## config.mk

```make
export PLATFORM = sky130hd
export DESIGN_NAME = mem_port_arbiter
export DESIGN_NICKNAME = d
export VERILOG_FILES = /design/src/rtl/mem_port_arbiter_pkg.sv /design/src/rtl/mem_arb_rr_pick.sv /design/src/rtl/mem_port_arbiter.sv
export SDC_FILE = /design/constraint.sdc
export NUM_CORES = 1
export LEC_CHECK = 0
export ABC_AREA = 1
export CORE_AREA = 2 2 292 294
export DETAILED_ROUTE_END_ITERATION = 10
export DIE_AREA = 0 0 294 296
export REMOVE_ABC_BUFFERS = 1
export SYNTH_ARGS = -nofsm -noshare
export SYNTH_HDL_FRONTEND = slang
export SYNTH_SLANG_ARGS = --single-unit
```

## constraint.sdc

```tcl
create_clock -name clk -period 3.3 [get_ports clk]
set_input_delay 0.66 -clock clk [delete_from_list [all_inputs] [get_ports clk]]
set_output_delay 0.66 -clock clk [all_outputs]
set_load 0.01 [all_outputs]
```

## src/rtl/mem_port_arbiter_pkg.sv

```systemverilog
// rtl/mem_port_arbiter_pkg.sv - shared encodings for the line-refill port arbiter
package mem_port_arbiter_pkg;

    localparam int LINE_W_DEF = 128;

    typedef enum logic [1:0] {
        ARB_IDLE = 2'd0,
        ARB_BUSY = 2'd1,
        ARB_DONE = 2'd2
    } arb_state_t;

    typedef enum logic {
        GNT_I = 1'b0,
        GNT_D = 1'b1
    } gnt_t;

endpackage

```

## src/rtl/mem_arb_rr_pick.sv

```systemverilog
// rtl/mem_arb_rr_pick.sv - combinational I/D grant selection
module mem_arb_rr_pick
    import mem_port_arbiter_pkg::*;
#(
    parameter bit RR_EN = 1'b1
) (
    input  logic i_ireq,
    input  logic i_dreq,
    input  gnt_t i_last_grant,
    output gnt_t o_grant
);

    // On a tie, fixed priority favours D; round-robin favours whoever did not win last.
    always_comb begin
        o_grant = GNT_I;
        if (i_ireq && i_dreq) begin
            o_grant = (!RR_EN || i_last_grant == GNT_I) ? GNT_D : GNT_I;
        end else if (i_dreq) begin
            o_grant = GNT_D;
        end
    end

endmodule

```

## src/rtl/mem_port_arbiter.sv

```systemverilog
// rtl/mem_port_arbiter.sv - shares one line-refill memory port between ICache and DCache
module mem_port_arbiter
    import mem_port_arbiter_pkg::*;
#(
    parameter int ADDR_W    = 32,
    parameter int LINE_W    = LINE_W_DEF,
    parameter bit RR_EN     = 1'b1,
    parameter int TIMEOUT_W = 8
) (
    input  logic              clk,
    input  logic              rst_n,
    input  logic              i_valid_req_i,
    input  logic [ADDR_W-1:0] i_addr_i,
    output logic              i_ready_o,
    output logic [LINE_W-1:0] i_data_o,
    input  logic              d_valid_req_i,
    input  logic [ADDR_W-1:0] d_addr_i,
    input  logic              d_we_i,
    input  logic [LINE_W-1:0] d_wdata_i,
    output logic              d_ready_o,
    output logic [LINE_W-1:0] d_data_o,
    output logic [ADDR_W-1:0] mem_addr_o,
    output logic              mem_valid_req_o,
    output logic              mem_we_o,
    output logic [LINE_W-1:0] mem_wdata_o,
    input  logic              mem_ready_i,
    input  logic [LINE_W-1:0] mem_data_i,
    output logic              timeout_err_o
);

    localparam logic [TIMEOUT_W-1:0] CNT_MAX = '1;
    localparam logic [TIMEOUT_W-1:0] CNT_ONE = {{(TIMEOUT_W-1){1'b0}}, 1'b1};

    arb_state_t            r_state;
    gnt_t                  r_gnt;
    gnt_t                  r_last_grant;
    logic [TIMEOUT_W-1:0]  r_cnt;
    logic                  r_i_ready;
    logic                  r_d_ready;
    logic [LINE_W-1:0]     r_i_data;
    logic [LINE_W-1:0]     r_d_data;
    logic [ADDR_W-1:0]     r_mem_addr;
    logic                  r_mem_valid;
    logic                  r_mem_we;
    logic [LINE_W-1:0]     r_mem_wdata;
    logic                  r_timeout_err;
    gnt_t                  w_pick;

    mem_arb_rr_pick #(
        .RR_EN(RR_EN)
    ) u_pick (
        .i_ireq      (i_valid_req_i),
        .i_dreq      (d_valid_req_i),
        .i_last_grant(r_last_grant),
        .o_grant     (w_pick)
    );

    always_ff @(posedge clk) begin
        if (!rst_n) begin
            r_state       <= ARB_IDLE;
            r_gnt         <= GNT_I;
            r_last_grant  <= GNT_D;
            r_cnt         <= '0;
            r_i_ready     <= 1'b0;
            r_d_ready     <= 1'b0;
            r_i_data      <= '0;
            r_d_data      <= '0;
            r_mem_addr    <= '0;
            r_mem_valid   <= 1'b0;
            r_mem_we      <= 1'b0;
            r_mem_wdata   <= '0;
            r_timeout_err <= 1'b0;
        end else begin
            case (r_state)
                ARB_IDLE: begin
                    if (i_valid_req_i || d_valid_req_i) begin
                        r_gnt        <= w_pick;
                        r_last_grant <= w_pick;
                        if (w_pick == GNT_D) begin
                            r_mem_addr  <= d_addr_i;
                            r_mem_we    <= d_we_i;
                            r_mem_wdata <= d_wdata_i;
                        end else begin
                            r_mem_addr  <= i_addr_i;
                            r_mem_we    <= 1'b0;
                            r_mem_wdata <= '0;
                        end
                        r_mem_valid <= 1'b1;
                        r_cnt       <= '0;
                        r_state     <= ARB_BUSY;
                    end
                end
                ARB_BUSY: begin
                    r_cnt <= r_cnt + CNT_ONE;
                    // A response on the last counted cycle still beats the timeout.
                    if (mem_ready_i) begin
                        r_mem_valid <= 1'b0;
                        r_state     <= ARB_DONE;
                        if (r_gnt == GNT_D) begin
                            r_d_ready <= 1'b1;
                            if (!r_mem_we) begin
                                r_d_data <= mem_data_i;
                            end
                        end else begin
                            r_i_ready <= 1'b1;
                            r_i_data  <= mem_data_i;
                        end
                    end else if (r_cnt == CNT_MAX) begin
                        r_mem_valid   <= 1'b0;
                        r_timeout_err <= 1'b1;
                        r_state       <= ARB_DONE;
                        if (r_gnt == GNT_D) begin
                            r_d_ready <= 1'b1;
                            r_d_data  <= '0;
                        end else begin
                            r_i_ready <= 1'b1;
                            r_i_data  <= '0;
                        end
                    end
                end
                ARB_DONE: begin
                    r_i_ready <= 1'b0;
                    r_d_ready <= 1'b0;
                    r_state   <= ARB_IDLE;
                end
                default: begin
                    r_state <= ARB_IDLE;
                end
            endcase
        end
    end

    assign i_ready_o       = r_i_ready;
    assign i_data_o        = r_i_data;
    assign d_ready_o       = r_d_ready;
    assign d_data_o        = r_d_data;
    assign mem_addr_o      = r_mem_addr;
    assign mem_valid_req_o = r_mem_valid;
    assign mem_we_o        = r_mem_we;
    assign mem_wdata_o     = r_mem_wdata;
    assign timeout_err_o   = r_timeout_err;

endmodule

```

==> qor.txt, run 1 <==
Final WS setup: 864 ps
routed wl met2: 36800 µm
Arr. time, crit path: 2910 ps
Storage cell area: 8670 µm²
Least-Margin Pin Slew: 856 ps
Multi-input gate area: 7570 µm²
largest net degree at the start of global routing: 155
level count of the clock H-tree: 2
CP max-delay cell: buf_12
final setup TNS: 0 ps
Post CTS Setup Buffer Count: 0
Clock Tree Root: clkbuf_16
WP data required: 3770 ps
Tcrit/Tclk final: 73.8%
unique cell type count in the Yosys netlist: 25
CTS tree: yes
warnings from Yosys: 0
R2R Path Start: r_cnt[0]
Pint: 10.8 mW
highest metal used: met5
Avg Cell Area, Syn: 6.75 µm²
synthesized flop and latch total: 433
cts hold-fix bufs: 0
Core Rows: 107
Syn Std Cell Area: 18400 µm²
CTS buffer count: 52
CP max stage delay: 500 ps
Setup crit end kind: flop
Primary FF master, synth: dfxtp_1
share of layout cells above drive strength 1: 4.12%
Iter 0 DRT Violations: 900
Initial Utilization: 21.8%
clock sink total: 433
VDD IR max: 0.358 mV
ys async rst share: 0%
Die Area: 87000 µm²
Area Growth Syn to Fin: 55.6%
Startpoint Class: flop
leakage power: 12.2 nW
sequential share of power: 38.5%
Post-Synthesis Cells: 2721
CP Cell Sequence: ha_1, nand2_1, nor2_1, nand3_1, nand2_4, buf_12, nand3_1, nand2_1, nor2_1
Final setup viols: 0
top cells by count, synth: nand2_1 (791), dfxtp_1 (433), nor2_1 (375)
post-route ant nets: 0
Die Height: 296 µm
placer's final routability congestion estimate: 0.849
Cell Pwr Density: 529 nW/µm²
post-DP HPWL: 53800 µm
Ports: 747
CTS clk-pin slew, worst paths: 60 ps
hold_ws: 439 ps
Worst Skew: 14.8 ps
Logic pwr share: 20.7%
wire per inst: 16.9 µm
Yosys top cell area share: 47.2%
drt first pass iters: 5
Slew Limit Headroom: 42.9%
port bufs: 746
Residual DRC: 0
final-report max-slew violation count: 0
number of global-route vias before repair: 17714
Hold Path Class: in2reg
worst setup path start: r_cnt[0]
fin nets: 3684
part of the power in the clock network: 40.9%
gr usage total: 16.5%
first-pass GRT wire length: 110000 µm
Highest Clock Rate: 0.411 GHz
register area share after synthesis: 47.2%
status: finished, final reports clean
met3 routed WL: 6500 µm
post-CTS sizing: 0
pre-CTS setup slack: 691 ps
Crit Path Max Fanout: 154
CTS Buffer Depth: 3
Psw: 4.33 mW
Net Sw Frac: 28.6%
critical path type: reg2reg
leading area contributor after synthesis: dfxtp_1
initial antenna violation count: 6
number of synthesized flops with an enable pin: 0
die width: 294 µm
Area contributors post-synth: dfxtp_1 (47%), nand2_1 (16%), nor2_1 (7.7%)
M1 wire length: 29200 µm
beginning of the worst hold path: rst_n
wirelength, routed: 75900 µm
RSZ-0062 raised after global routing: no
total number of vias: 19042
Final min period: 2440 ps
Fillers: 9003
Final Hold Viols: 0
clk_lat worst skew: 580 ps
top-count cell post-synth: nand2_1
global route overflow: 0
vias per cell: 4.24
core area: 84200 µm²
max_cap viols: 0
[routing by layer]
metal / track usage, % / up-vias
li1: - / 9700
met1: 18.4 / 8559
met2: 28.6 / 646
met3: 5.39 / 129
met4: 7.21 / 8
met5: 0 / -
[per-stage QoR]
stage / cells / power, mW / instance area (µm²) / utilization, %
after floorplan: 2515 / 7.29 / 17400 / -
after global placement: 4389 / 9.08 / 26800 / 31.8
after detailed placement: 4389 / 9.09 / 26800 / 31.8
after CTS: 4485 / 15.4 / 28600 / 33.9
after global routing: 4486 / 15.9 / 28600 / 34.0
final: 4487 / 15.1 / 28600 / 34.0
[kinds of logic after synthesis]
logic type | Yosys count | share of synthesized area (%)
flip-flops | 433 | 47.2
AND/OR/NAND/NOR | 1458 | 32.3
adder cells (fa/ha/maj) | 5 | 0.340
AO/OA/AOI/OAI | 289 | 8.17
buffers and inverters | 536 | 12.0
[registers in the layout, indices dropped and copies added, names as in the netlist]
signal / count
mem_we_o: 1
r_state: 2
r_last_grant: 1
d_data_o: 128
i_ready_o: 1
i_data_o: 128
d_ready_o: 1
mem_wdata_o: 128
r_cnt: 8
r_gnt: 1
mem_addr_o: 32
timeout_err_o: 1
mem_valid_req_o: 1
[layout make-up]
class | count | area share [%]
Clock buffer | 76 | 5.40
Tap cell | 1090 | 4.77
Inverter | 330 | 4.36
Clock inverter | 20 | 1.03
Sequential cell | 433 | 30.3
Multi-Input combinational cell | 1752 | 26.5
Timing Repair Buffer | 784 | 27.6
Antenna cell | 2 | 0.0175
[final timing paths]
check | end | slack (ps) | cells past startpoint
setup reg to reg | d_data_o[14] | 860 | 9
setup / recovery | d_data_o[14] | 860 | 9
hold / removal | d_data_o[22] | 440 | 3
hold reg to reg | d_ready_o | 450 | 2
[layout by cell type (no fill, tap or decap), types with 32 or more instances in the layout]
master / n
a21oi_1: 217
a31oi_1: 32
clkbuf_16: 53
clkdlybuf4s50_1: 744
dfxtp_1: 433
inv_1: 324
nand2_1: 788
nand3_1: 217
nand4_1: 72
nor2_1: 375
o21ai_0: 35
[power by group through the flow]
stage | registers [mW] | logic, mW | clock network [mW]
finish | 5.82 | 3.13 | 6.18
floorplan | 6.07 | 1.22 | 0
global placement | 5.92 | 3.16 | 0
global route | 5.86 | 3.43 | 6.59
CTS | 5.82 | 3.17 | 6.40
detailed placement | 5.93 | 3.16 | 0
[worst max-delay path: cells and delay by family (launching register included)]
| family | cells | cell delay, ps |
|---|---|---|
| simple gates | 7 | 1100 |
| buf+inv | 1 | 500 |
| fa+ha+maj | 1 | 190 |
| flops | 1 | 370 |
Note: power is estimated with default switching activity, not from simulation.
==> run 2, diff against run 1 <==
- CORE_AREA: 2 2 292 294 -> 2 2 295 297
- DIE_AREA: 0 0 294 296 -> 0 0 297 299
- clock period: 3.3 -> 2.29 ns (I/O delays scaled with it)
==> run 2 against run 1 <==
Net effect:
- sequential share of layout area fell by 0.20 points
- total power rose by 38%
- clock skew rose by 9.7 ps
- sequential power rose by 44%
- via count rose by 0.68%
- worst setup slack got worse by 700 ps
- global-route usage rose by 0.24 points
- register-to-register slack got worse by 590 ps
- critical path depth fell by 8
- critical path type is now reg2out
- largest power group is now sequential cells
==> qor.txt, run 2 (synthesis results as in run 1) <==
status: finished, final reports clean
Die Height: 299 µm
CP max stage delay: 690 ps
Setup crit end kind: output pin
Die Area: 88800 µm²
final instance area: 28800 µm²
Core Util, Final: 33.5%
VDD IR max: 0.451 mV
Tcrit/Tclk final: 93.0%
Slew Limit Headroom: 63.5%
Layout Cells excl Fill: 4571
Final setup viols: 0
level count of the clock H-tree: 2
Iter 0 DRT Violations: 1135
CTS clk-pin slew, worst paths: 60 ps
gr usage total: 16.7%
post-DP HPWL: 57600 µm
Core Rows: 108
Highest Clock Rate: 0.469 GHz
vias per cell: 4.19
core area: 85900 µm²
Startpoint Class: flop
Worst Skew: 24.4 ps
Area Growth Syn to Fin: 56.6%
CTS Buffer Depth: 3
CTS tree: yes
placed insts: 4481
port bufs: 746
share of layout cells above drive strength 1: 4.45%
placer's final routability congestion estimate: 0.855
CP delay by family, top: buffers and inverters
critical path type: reg2out
number of global-route vias before repair: 18352
wirelength, routed: 77500 µm
RSZ-0062 raised after global routing: no
drt first pass iters: 5
Final min period: 2130 ps
CTS buffer count: 52
WP data required: 1830 ps
first-pass GRT wire length: 115000 µm
Residual DRC: 0
most frequent cells in the layout: nand2_1 (788), clkdlybuf4s50_1 (742), dfxtp_1 (433), nor2_1 (374), inv_1 (324)
Clock Tree Root: clkbuf_16
Crit Path Max Fanout: 2
fin nets: 3711
cts hold-fix bufs: 0
clock sink total: 433
CP max-delay cell: clkdlybuf4s50_1
die width: 297 µm
leading cell type in the layout, fill and taps excluded: nand2_1
max_cap viols: 0
Final Hold Viols: 0
leakage power: 12.3 nW
Ports: 747
final-report max-slew violation count: 0
largest net degree at the start of global routing: 81
pre-CTS setup slack: 165 ps
Final WS setup: 160 ps
Hold Path Class: in2reg
Initial Utilization: 21.4%
total number of vias: 19172
clk_lat worst skew: 600 ps
post-route ant nets: 0
CP Cell Sequence: clkdlybuf4s50_1
Least-Margin Pin Slew: 547 ps
dpl cell area: 27200 µm²
global route overflow: 0
initial antenna violation count: 7
CP bufs+invs: 1
Cell Pwr Density: 723 nW/µm²
final setup TNS: 0 ps
wire per inst: 17.0 µm
Arr. time, crit path: 1670 ps
run 2: metrics by stage:
stage	hold WS [ps]	power [mW]
final	236	20.8
after global routing	215	21.9
after CTS	190	21.2
after detailed placement	446	13.2
after global placement	446	13.2
after floorplan	449	10.5
run 2: path summary, 6_finish.rpt:
kind | slack (ps) | cells after the start | end | startpoint
max | 160 | 1 | timeout_err_o | timeout_err_o
min | 240 | 3 | d_data_o[2] | rst_n
min reg2reg | 460 | 2 | d_ready_o | d_ready_o
max reg2reg | 270 | 10 | i_data_o[15] | r_cnt[0]
run 2: final cells by class:
class / count / area, µm²
Antenna cell: 2 / 5.00
Clock buffer: 79 / 1500
Clock inverter: 9 / 58.8
Fill cell: 9281 / 57200
Inverter: 330 / 1250
Multi-Input combinational cell: 1752 / 7570
Sequential cell: 433 / 8670
Tap cell: 1155 / 1450
Timing Repair Buffer: 811 / 8280
run 2: power breakdown:
group	internal, mW	switching [mW]
clock	4.48	3.31
combinational	2.14	2.51
sequential	8.08	0.290
run 2: routing by layer:
metal	global-route usage (%)	wire length [µm]	up-vias	part of all wire, %
met5	0	54	-	0.070
met3	5.34	6140	122	7.9
met2	29.3	37700	626	49
met4	6.93	3260	8	4.2
met1	18.7	30400	8683	39
li1	-	-	9733	-
run 2: repair_timing:
item                                    CTS  global route
endpoints found under the setup margin    1             2
resized for setup                         1             2
setup buffers                             0             0
hold endpoints to repair                  0             0
==> run 3, diff against run 2 <==
- CORE_AREA: 2 2 295 297 -> 4 4 288 290
- DIE_AREA: 0 0 297 299 -> 0 0 292 294
==> run 3 against run 2 <==
Net effect:
- core utilization grew 2.2 points
- critical path depth is the same
- non-clock buffer count decreased by 9
- critical path type unchanged
==> qor.txt, run 3 (synthesis results as in run 1) <==
clock sink total: 433
level count of the clock H-tree: 2
CP max-delay cell: clkdlybuf4s50_1
clk_lat worst skew: 600 ps
drt first pass iters: 5
Residual DRC: 0
Highest Clock Rate: 0.466 GHz
Cell Pwr Density: 735 nW/µm²
cts hold-fix bufs: 0
die width: 292 µm
hold_ws: 180 ps
Ports: 747
Storage cell area: 8670 µm²
leading cell type in the layout, fill and taps excluded: nand2_1
Die Area: 85800 µm²
wirelength, routed: 77100 µm
CTS tree: yes
gr usage total: 17.0%
Power, Total: 21.1 mW
Hold Path Class: in2reg
RR Endpoint: d_data_o[98]
beginning of the worst hold path: rst_n
share of layout cells above drive strength 1: 4.49%
Slew Limit Headroom: 56.1%
max_cap viols: 0
CP Cell Sequence: clkdlybuf4s50_1
Final Hold Viols: 0
CP delay by family, top: buffers and inverters
most frequent cells in the layout: nand2_1 (788), clkdlybuf4s50_1 (742), dfxtp_1 (433), nor2_1 (375), inv_1 (324)
CTS clk-pin slew, worst paths: 70 ps
post-CTS sizing: 2
number of global-route vias before repair: 18355
Setup crit end kind: output pin
CP bufs+invs: 1
VDD IR max: 0.549 mV
post-DP HPWL: 57000 µm
Die Height: 294 µm
Least-Margin Pin Slew: 658 ps
Core Rows: 104
port bufs: 746
placer's final routability congestion estimate: 0.835
Area Growth Syn to Fin: 56.0%
Clock Tree Root: clkbuf_16
vias per cell: 4.26
CTS buffer count: 51
fin nets: 3701
WP data required: 1830 ps
WHS Path Cells: 3
Core Util, Final: 35.7%
Arr. time, crit path: 1690 ps
Initial Utilization: 22.9%
Worst Skew: 37.0 ps
worst hold endpoint: i_data_o[60]
Tcrit/Tclk final: 93.6%
wire per inst: 17.2 µm
Final setup viols: 0
Fillers: 8501
core area: 80300 µm²
total number of vias: 19072
largest net degree at the start of global routing: 89
Iter 0 DRT Violations: 832
leakage power: 12.3 nW
CP max stage delay: 780 ps
final-report max-slew violation count: 0
R2R Path Start: r_cnt[0]
Multi-input gate area: 7560 µm²
R2R Setup Slk: 290 ps
Post CTS Setup Buffer Count: 0
global route overflow: 0
first-pass GRT wire length: 113000 µm
CTS Buffer Depth: 3
critical path type: reg2out
status: finished, final reports clean
initial antenna violation count: 13
Startpoint Class: flop
post-route ant nets: 0
Crit Path Max Fanout: 2
RSZ-0062 raised after global routing: no
Final min period: 2140 ps
R2R depth: 10
run 3: cell types whose count changed in the layout (fill, tap and decap cells not counted), sizes merged:
cell / previous run / this run
buf: 67 / 58
clkinv: 5 / 11
diode: 2 / 6
clkbuf: 79 / 77
bufinv: 0 / 1
clkinvlp: 1 / 2
dlygate4sd2: 1 / 2
dlymetal6s2s: 1 / 0
run 3: worst max-delay path by stage:
stage | start | endpoint | slack (ps) | cells after the start
finish | mem_wdata_o[5] | mem_wdata_o[5] | 150 | 1
global route | r_cnt[0] | d_data_o[9] | 10 | 10
CTS | timeout_err_o | timeout_err_o | 50 | 1
detailed placement | d_valid_req_i | mem_addr_o[31] | 140 | 8
global placement | d_valid_req_i | mem_addr_o[21] | 170 | 8
floorplan | r_state[0] | r_cnt[3] | -4980 | 9
run 3: per-stage QoR:
step	setup TNS (ps)	cell area (µm²)	setup WS, ps	std cells
after floorplan	-1406540	17400	-4980	2515
after global placement	0	27000	170	4377
after detailed placement	0	27000	139	4377
after CTS	0	28600	54.5	4471
after global routing	0	28700	11.9	4474
final	0	28700	146	4477
run 3: cell type report:
class | instances | area share [%]
sequential | 433 | 30.2
timing repair buffer | 802 | 28.6
multi-input combinational | 1752 | 26.4
clock buffer | 77 | 5.29
tap | 1060 | 4.63
inverter | 330 | 4.34
clock inverter | 17 | 0.493
antenna | 6 | 0.0524
run 3: layer usage:
metal  routed length [µm]  track usage, %
met5                   41               0
met4                 3850            8.04
met3                 6970            6.06
met2                37300            29.5
met1                28900            18.4
run 3: worst reg2reg max path, cell delays in order (launching register included):
cell     delay (ps)
dfxtp_1         370
ha_1            180
nand2_1          50
nor2_1          210
nand3_1         190
nand2_4         190
nand2_4         190
buf_12          250
nand2_1         120
nand2_1          50
nor2_1          100
run 3: power breakdown:
| group | internal [mW] | switching [mW] |
|---|---|---|
| Sequential | 8.08 | 0.299 |
| Combinational | 2.12 | 2.47 |
| Clock | 4.69 | 3.40 |
| Total | 14.9 | 6.17 |
